--- config.mk ---
export PLATFORM = sky130hd
export DESIGN_NAME = hub75_fb_streamin
export DESIGN_NICKNAME = d
export VERILOG_FILES = /design/src/rtl/hub75_fb_streamin_pkg.sv /design/src/rtl/hub75_fb_streamin.sv
export SDC_FILE = /design/constraint.sdc
export NUM_CORES = 1
export LEC_CHECK = 0
export CAP_MARGIN = 10
export CORE_MARGIN = 10
export CORE_UTILIZATION = 50
export CTS_CLUSTER_SIZE = 28
export DETAILED_ROUTE_END_ITERATION = 12
export PLACE_DENSITY_LB_ADDON = 0.1
export SLEW_MARGIN = 20
export SYNTH_ARGS = -nofsm -noshare
export SYNTH_HDL_FRONTEND = slang
export SYNTH_SLANG_ARGS = --single-unit
--- constraint.sdc ---
create_clock -name clk -period 4.65 [get_ports clk]
set_input_delay 0.93 -clock clk [delete_from_list [all_inputs] [get_ports clk]]
set_output_delay 0.93 -clock clk [all_outputs]
set_load 0.1 [all_outputs]
--- src/rtl/hub75_fb_streamin_pkg.sv ---
// Shared HUB75 definitions: default panel geometry and stream-in FSM states.
package hub75_fb_streamin_pkg;

    // Default panel geometry shared by the hub75 blocks.
    localparam int HUB75_N_BANKS  = 2;
    localparam int HUB75_N_ROWS   = 32;
    localparam int HUB75_N_COLS   = 64;
    localparam int HUB75_BITDEPTH = 24;

    // Stream-in line assembler states.
    typedef enum logic [1:0] {
        ST_FILL     = 2'd0,  // accepting pixels of the current line
        ST_WAIT_RDY = 2'd1,  // line complete, waiting for the line buffer
        ST_SWAP     = 2'd2,  // swap issued, store follows
        ST_FLUSH    = 2'd3   // last line stored, waiting to swap frames
    } state_e;

endpackage : hub75_fb_streamin_pkg

--- src/rtl/hub75_fb_streamin.sv ---
// Pixel stream to HUB75 line-buffer writer: assembles raster-ordered beats
// into lines, swaps/stores each completed line and swaps frames at the end.
module hub75_fb_streamin
    import hub75_fb_streamin_pkg::*;
#(
    parameter int N_BANKS     = HUB75_N_BANKS,
    parameter int N_ROWS      = HUB75_N_ROWS,
    parameter int N_COLS      = HUB75_N_COLS,
    parameter int BITDEPTH    = HUB75_BITDEPTH,
    parameter int LOG_N_BANKS = $clog2(N_BANKS),
    parameter int LOG_N_ROWS  = $clog2(N_ROWS),
    parameter int LOG_N_COLS  = $clog2(N_COLS)
) (
    input  logic                   clk,
    input  logic                   rst_n,
    input  logic [BITDEPTH-1:0]    in_data,
    input  logic                   in_sof,
    input  logic                   in_valid,
    output logic                   in_ready,
    output logic [LOG_N_BANKS-1:0] wr_bank_addr,
    output logic [LOG_N_ROWS-1:0]  wr_row_addr,
    output logic                   wr_row_store,
    input  logic                   wr_row_rdy,
    output logic                   wr_row_swap,
    output logic [BITDEPTH-1:0]    wr_data,
    output logic [LOG_N_COLS-1:0]  wr_col_addr,
    output logic                   wr_en,
    output logic                   frame_swap,
    output logic                   resync
);

    localparam logic [LOG_N_COLS-1:0]  COL_LAST  = LOG_N_COLS'(N_COLS - 1);
    localparam logic [LOG_N_ROWS-1:0]  ROW_LAST  = LOG_N_ROWS'(N_ROWS - 1);
    localparam logic [LOG_N_BANKS-1:0] BANK_LAST = LOG_N_BANKS'(N_BANKS - 1);

    state_e                 state_q, state_d;
    logic [LOG_N_COLS-1:0]  col_q, col_d;
    logic [LOG_N_ROWS-1:0]  row_q, row_d;
    logic [LOG_N_BANKS-1:0] bank_q, bank_d;

    logic                   wr_en_q, wr_en_d;
    logic [BITDEPTH-1:0]    wr_data_q, wr_data_d;
    logic [LOG_N_COLS-1:0]  wr_col_addr_q, wr_col_addr_d;
    logic                   wr_row_swap_q, wr_row_swap_d;
    logic                   wr_row_store_q, wr_row_store_d;
    logic [LOG_N_BANKS-1:0] wr_bank_addr_q, wr_bank_addr_d;
    logic [LOG_N_ROWS-1:0]  wr_row_addr_q, wr_row_addr_d;
    logic                   frame_swap_q, frame_swap_d;
    logic                   resync_q, resync_d;

    logic                   accept;
    logic                   mid_frame;
    logic [LOG_N_COLS-1:0]  col_eff;
    logic [LOG_N_ROWS-1:0]  row_eff;
    logic [LOG_N_BANKS-1:0] bank_eff;

    assign in_ready = (state_q == ST_FILL);
    assign accept   = in_valid && in_ready;

    // A start-of-frame beat restarts the raster at column 0 of line 0;
    // it is a resync only when the counters were not already there.
    assign mid_frame = (col_q != '0) || (row_q != '0) || (bank_q != '0);
    assign col_eff   = in_sof ? '0 : col_q;
    assign row_eff   = in_sof ? '0 : row_q;
    assign bank_eff  = in_sof ? '0 : bank_q;

    // Next-state and next-output logic for the line assembler.
    always_comb begin
        // NOTE: every signal gets a default first so no path leaves it unassigned (no latches).
        state_d        = state_q;
        col_d          = col_q;
        row_d          = row_q;
        bank_d         = bank_q;
        wr_en_d        = 1'b0;
        wr_data_d      = wr_data_q;
        wr_col_addr_d  = wr_col_addr_q;
        wr_row_swap_d  = 1'b0;
        wr_row_store_d = 1'b0;
        wr_bank_addr_d = wr_bank_addr_q;
        wr_row_addr_d  = wr_row_addr_q;
        frame_swap_d   = 1'b0;
        resync_d       = 1'b0;

        unique case (state_q)
            ST_FILL: begin
                if (accept) begin
                    wr_en_d       = 1'b1;
                    wr_data_d     = in_data;
                    wr_col_addr_d = col_eff;
                    resync_d      = in_sof && mid_frame;
                    row_d         = row_eff;
                    bank_d        = bank_eff;
                    if (col_eff == COL_LAST) begin
                        col_d   = '0;
                        state_d = ST_WAIT_RDY;
                    end else begin
                        col_d = col_eff + LOG_N_COLS'(1);
                    end
                end
            end
            ST_WAIT_RDY: begin
                if (wr_row_rdy) begin
                    wr_row_swap_d = 1'b1;
                    state_d       = ST_SWAP;
                end
            end
            ST_SWAP: begin
                // Store the completed line and start filling the next one
                // in the same cycle; the last line of a frame goes to FLUSH.
                if (wr_row_rdy) begin
                    wr_row_store_d = 1'b1;
                    wr_bank_addr_d = bank_q;
                    wr_row_addr_d  = row_q;
                    state_d        = ST_FILL;
                    if (row_q == ROW_LAST) begin
                        row_d = '0;
                        if (bank_q == BANK_LAST) begin
                            bank_d  = '0;
                            state_d = ST_FLUSH;
                        end else begin
                            bank_d = bank_q + LOG_N_BANKS'(1);
                        end
                    end else begin
                        row_d = row_q + LOG_N_ROWS'(1);
                    end
                end
            end
            ST_FLUSH: begin
                if (wr_row_rdy) begin
                    frame_swap_d = 1'b1;
                    state_d      = ST_FILL;
                end
            end
            default: state_d = ST_FILL;
        endcase
    end

    // State, counters and registered outputs; reset drops any partial line.
    always_ff @(posedge clk or negedge rst_n) begin
        if (!rst_n) begin
            state_q        <= ST_FILL;
            col_q          <= '0;
            row_q          <= '0;
            bank_q         <= '0;
            wr_en_q        <= 1'b0;
            wr_data_q      <= '0;
            wr_col_addr_q  <= '0;
            wr_row_swap_q  <= 1'b0;
            wr_row_store_q <= 1'b0;
            wr_bank_addr_q <= '0;
            wr_row_addr_q  <= '0;
            frame_swap_q   <= 1'b0;
            resync_q       <= 1'b0;
        end else begin
            // NOTE: non-blocking assignments so every flop samples pre-edge values.
            state_q        <= state_d;
            col_q          <= col_d;
            row_q          <= row_d;
            bank_q         <= bank_d;
            wr_en_q        <= wr_en_d;
            wr_data_q      <= wr_data_d;
            wr_col_addr_q  <= wr_col_addr_d;
            wr_row_swap_q  <= wr_row_swap_d;
            wr_row_store_q <= wr_row_store_d;
            wr_bank_addr_q <= wr_bank_addr_d;
            wr_row_addr_q  <= wr_row_addr_d;
            frame_swap_q   <= frame_swap_d;
            resync_q       <= resync_d;
        end
    end

    assign wr_en        = wr_en_q;
    assign wr_data      = wr_data_q;
    assign wr_col_addr  = wr_col_addr_q;
    assign wr_row_swap  = wr_row_swap_q;
    assign wr_row_store = wr_row_store_q;
    assign wr_bank_addr = wr_bank_addr_q;
    assign wr_row_addr  = wr_row_addr_q;
    assign frame_swap   = frame_swap_q;
    assign resync       = resync_q;

endmodule : hub75_fb_streamin
======== After elaboration in Yosys (flattened, before gate mapping) ========
Index checks and enable logic that the tools add are counted.
operators by class
  reduce and logical (&&, ||, !) cells .... 13
  shift operators ......................... 0
  magnitude comparators ................... 0
  add/sub/neg operators ................... 3
  mux-type cells .......................... 29
  eq/ne operators ......................... 12
  div/mod/pow operators ................... 0
  bitwise logic cells ..................... 0
  multiply operators ...................... 0
operators with widths
  kind                                                                      number
  5-bit two-way mux                                                         4
  2-bit two-way mux                                                         7
  1-bit two-way mux                                                         13
  6-bit two-way mux                                                         2
  2-bit inequality test (second input constant)                             5
  5-bit case mux with 2 select lines                                        1
  5-bit AND reduction                                                       2
  2-bit case mux with 4 select lines                                        1
  6-bit by 1-bit adder with 6-bit output (second input constant)            1
  6-bit equality test (second input constant)                               1
  6-bit nonzero test                                                        1
  5-bit by 1-bit adder with 5-bit output (second input constant)            1
  5-bit equality test (second input constant)                               1
  5-bit nonzero test                                                        1
  2-bit equality test (second input constant)                               2
  2-bit by 1-bit inequality test with 1-bit output (second input constant)  2
  2-bit AND reduction                                                       2
  4-bit AND reduction                                                       1
  2-bit by 1-bit equality test with 1-bit output (second input constant)    1
  1-bit logical AND                                                         2
  2-bit logical NOT                                                         1
  1-bit logical OR                                                          2
  1-bit case mux with 2 select lines                                        1
  2-bit nonzero test                                                        1
  1-bit adder (second input constant)                                       1
word-level totals
  register bits after elaboration ......... 55
  bits in latches ......................... 0
  bits in writable memories ............... 0
  ROM bits ................................ 0
  memories ................................ 0

======== Logic depth before layout (Yosys ltp) ========
  word-level depth ........................ 6
  gate-level depth with buffers ........... 7
  depth with buffers taken out ............ 7

======== Worst setup path before layout ========
OpenSTA, ideal clock, no wires.
  kind .................................... register -> output
  from .................................... register state_q[1]
  to ...................................... output in_ready
  buffers on the path ..................... 1
  cell stages (with the launch flop) ...... 3
  required time ........................... 3.720 ns
  path slack .............................. 1.891 ns
  arrival time ............................ 1.829 ns
  path through ............................ dfrtp_1 > clkbuf_1 > nor2_1
between the ends
  cells in the longest elaborated chain, start to end .. 1
RTL lines
  item                    RTL line                  source
  from (decl)             hub75_fb_streamin.sv:36   state_e state_q, state_d;
  from (signal assigned)  hub75_fb_streamin.sv:156  state_q <= state_d;
  2-bit logical NOT       hub75_fb_streamin.sv:57   assign in_ready = (state_q == ST_FILL);
  to (decl)               hub75_fb_streamin.sv:19   output logic in_ready,
Every way passes these cells.

======== Final worst setup path ========
Ends and elaborated chain as after synthesis.

==> metrics.md <==
| Metric | Value |
|---|---|
| Status | `finished clean` |
| Final cell count without fillers | `362` |
| Post-Route Setup TNS | `0 ns` |
| Clock slew at reported path FFs | `0.09 ns` |
| Total power | `1110 uW` |
| Layout cell share with drive strength beyond 1 | `between 5 and 6%` |
| Worst Hold Launch | `wr_col_addr[2]$_DFFE_PN0P_` |
| DRT Wirelength | `5410 um` |
| Core area | `0.00441 mm2` |
| Max incr delay on CP | `1.15 ns` |
| # setup viols final | `0` |
| Worst setup SP type | `register` |
| I/O Buffers | `70` |
| Worst hold margin | `approximately 0.48 ns` |
| Ports | `71` |
| Syn_nets | `278` |
| GRT overflow | `0` |
| Remaining DRCs | `0` |
| Total GRT Usage | `~15%` |
| Worst endpoint required time | `3.72 ns` |
| Post-DP HPWL | `between 3000 and 4000 um` |
| Hold buffers post-CTS | `0` |
| R2r startpoint | `state_q[1]$_DFFE_PN0P_` |
| Peak VDD IR | `0.223 mV` |
| Num Clock Sinks | `55` |
| Final Hold Fails | `0` |
| Most frequent cells in the layout | `nand2_1 (103), clkdlybuf4s50_1 (69), dfrtp_1 (55)` |
| Relative slew slack | `33.1%` |
| CP Max Fanout | `12` |
| # diodes | `0` |
| Vias in the first global route | `about 1900` |
| Worst-path cell chain | `nor2_1 > clkdlybuf4s50_1` |
| Num CTS Buffers | `5` |
| First-pass GRT wire length | `9210 um` |
| Worst-skew pair later-pin latency | `0.30 ns` |
| Post-placement cell count | `355` |
| Crit. Startpoint | `state_q[1]$_DFFE_PN0P_` |
| Post_cts resized | `0` |
| Crit end category | `output pin` |
| Synth top area cells | `dfrtp_1 (59%), nand2_1 (17%), o21ai_0 (2.8%)` |
| Pin count of the biggest net entering global routing | `56` |
| Crit Path Class | `register to output pin` |
| Drt pass-1 iters | `4` |
| Die ar. | `around 0.008 mm2` |
| Yosys top cell area share | `59.3%` |
| Slowest cell on crit path | `clkdlybuf4s50_1` |
| Commonest non-fill, non-tap cell in the layout | `nand2_1` |
| Yosys warns | `0` |
| Leak | `0.00150 uW` |
| GPL Wtd Cong | `0.811` |
| Yosys reg bits | `55` |
| Cell Pwr Density | `355 mW/mm2` |
| Die Span X | `88.2 um` |
| Mapped Area | `0.00232 mm2` |
| Worst Path Arrival | `2.11 ns` |
| DRT antenna net count | `0` |
| Vias | `around 1900` |
| Fin crit period | `3.04 ns` |
| Initial Utilization | `52.6%` |
| Avg Inst Size Synth | `9.48 um2` |
| Root buf cell | `clkbuf_8` |
| Routed len/inst | `14.9 um` |
| Chip height | `88.2 um` |
| Fmax | `roughly 330 MHz` |
| Initial antenna violation count | `0` |
| Post-CTS Setup Bufs | `0` |
| Vias per inst | `between 5 and 6` |
| Worst-Margin Slew | `1.00 ns` |
| HP Class | `register to register` |
| Core Util, Final | `70.7%` |
| Clk buf depth | `2` |
| Nets@finish | `343` |
| Unique masters post-synth | `34` |
| Worst Skew | `0.0116 ns` |
| TritonCTS clock tree | `built` |
| Slew Viols, Final | `0` |
| Rows | `24` |
| Period utilization | `65.3%` |
| Gate Count Post-Synth | `around 250` |
| RSZ-0062 raised after global routing | `false` |
| Seq/Total Area, Yosys | `59.3%` |
| Synthesis-to-finish area growth | `34.4%` |
| H-Tree Depth | `2` |
| Synth area leader | `dfrtp_1` |
| Initial DRC count | `107` |
| Max_cap viols | `0` |
[path summary, 6_finish.rpt]
check / to / slack (ns) / depth (start not counted)
hold reg to reg: wr_col_addr[2]$_DFFE_PN0P_ / 0.48 / 2
setup reg to reg: row_q[3]$_DFFE_PN0P_ / 2.35 / 5
max in group asynchronous: wr_data[21]$_DFFE_PN0P_ / 3.46 / 2
setup / recovery: in_ready / 1.61 / 2
min in group asynchronous: wr_row_swap$_DFF_PN0_ / 0.74 / 2
hold / removal: wr_col_addr[2]$_DFFE_PN0P_ / 0.48 / 2
[per-layer routing]
| layer | GRT usage [%] | vias up | wire length, um |
|---|---|---|---|
| li1 | - | 932 | - |
| met1 | 17.3 | 876 | 2270 |
| met2 | 23.5 | 49 | 2520 |
| met3 | 7.24 | 7 | 554 |
| met4 | 3.99 | 0 | 58 |
| met5 | 0 | - | 0 |
[cell type report]
class	count	area [um2]
Timing Repair Buffer	71	703
Fill cell	368	1290
Multi-Input combinational cell	172	866
Sequential cell	55	1380
Tap cell	52	65.1
Clock inverter	1	5.00
Inverter	5	23.8
Clock buffer	6	82.6
[flip-flops by register name, summed over array words and instances (netlist names)]
| register | flops |
|---|---|
| state_q | 2 |
| wr_en | 1 |
| wr_bank_addr | 1 |
| wr_row_addr | 5 |
| wr_row_store | 1 |
| col_q | 6 |
| row_q | 5 |
| resync | 1 |
| wr_col_addr | 6 |
| frame_swap | 1 |
| wr_data | 24 |
| wr_row_swap | 1 |
| bank_q | 1 |
[where the power goes]
part	leakage (uW)	total (uW)	internal [uW]	switching [uW]
clock network	0.0000470	259	117	142
logic	0.000740	317	81.2	235
registers	0.000714	532	507	24.2
total	0.00150	1110	706	401
[cell usage after synthesis]
master      n
clkbuf_1   12
and3_1      4
a21oi_1     3
o21ai_0    13
nand2b_1    1
or3b_4      1
clkinv_4    1
dfrtp_1    55
o22ai_1     1
nor3_1      2
a21boi_0    1
a21oi_4     1
o31ai_1     1
nand2_1   103
a31oi_1     2
nor4_1      2
a22o_1      2
mux2_2      3
or4_1       1
inv_1       3
nand4b_1    1
and4b_1     1
inv_2       1
a21o_1      1
o21a_1      1
a41oi_1     1
nand4_1     2
nor2_1      4
ha_1        4
nand3b_1    7
o41ai_1     1
buf_6       1
nor2b_1     3
nand3_1     5
[logic make-up after synthesis]
kind of cell / count (synthesis) / synth area share (%)
AO/OA/AOI/OAI: 28 / 7.76
AND/OR/NAND/NOR: 137 / 25.9
adder cells (fa/ha/maj): 4 / 2.16
flip-flops: 55 / 59.3
buffers and inverters: 18 / 3.45
multiplexers: 3 / 1.45
[stage by stage]
step                      worst slack [ns]  instance area (um2)
after floorplan                       1.89                 2320
after global placement                1.54                 3030
after detailed placement              1.52                 3030
after CTS                             1.61                 3120
after global routing                  1.54                 3120
final                                 1.61                 3120
[critical path, delay by kind of cell, from the launching register on]
kind | cells | cell delay [ns]
buffers and inverters | 1 | 1.15
DFF | 1 | 0.51
and+or+nand+nor | 1 | 0.15
(Power assumes the default switching activity.)
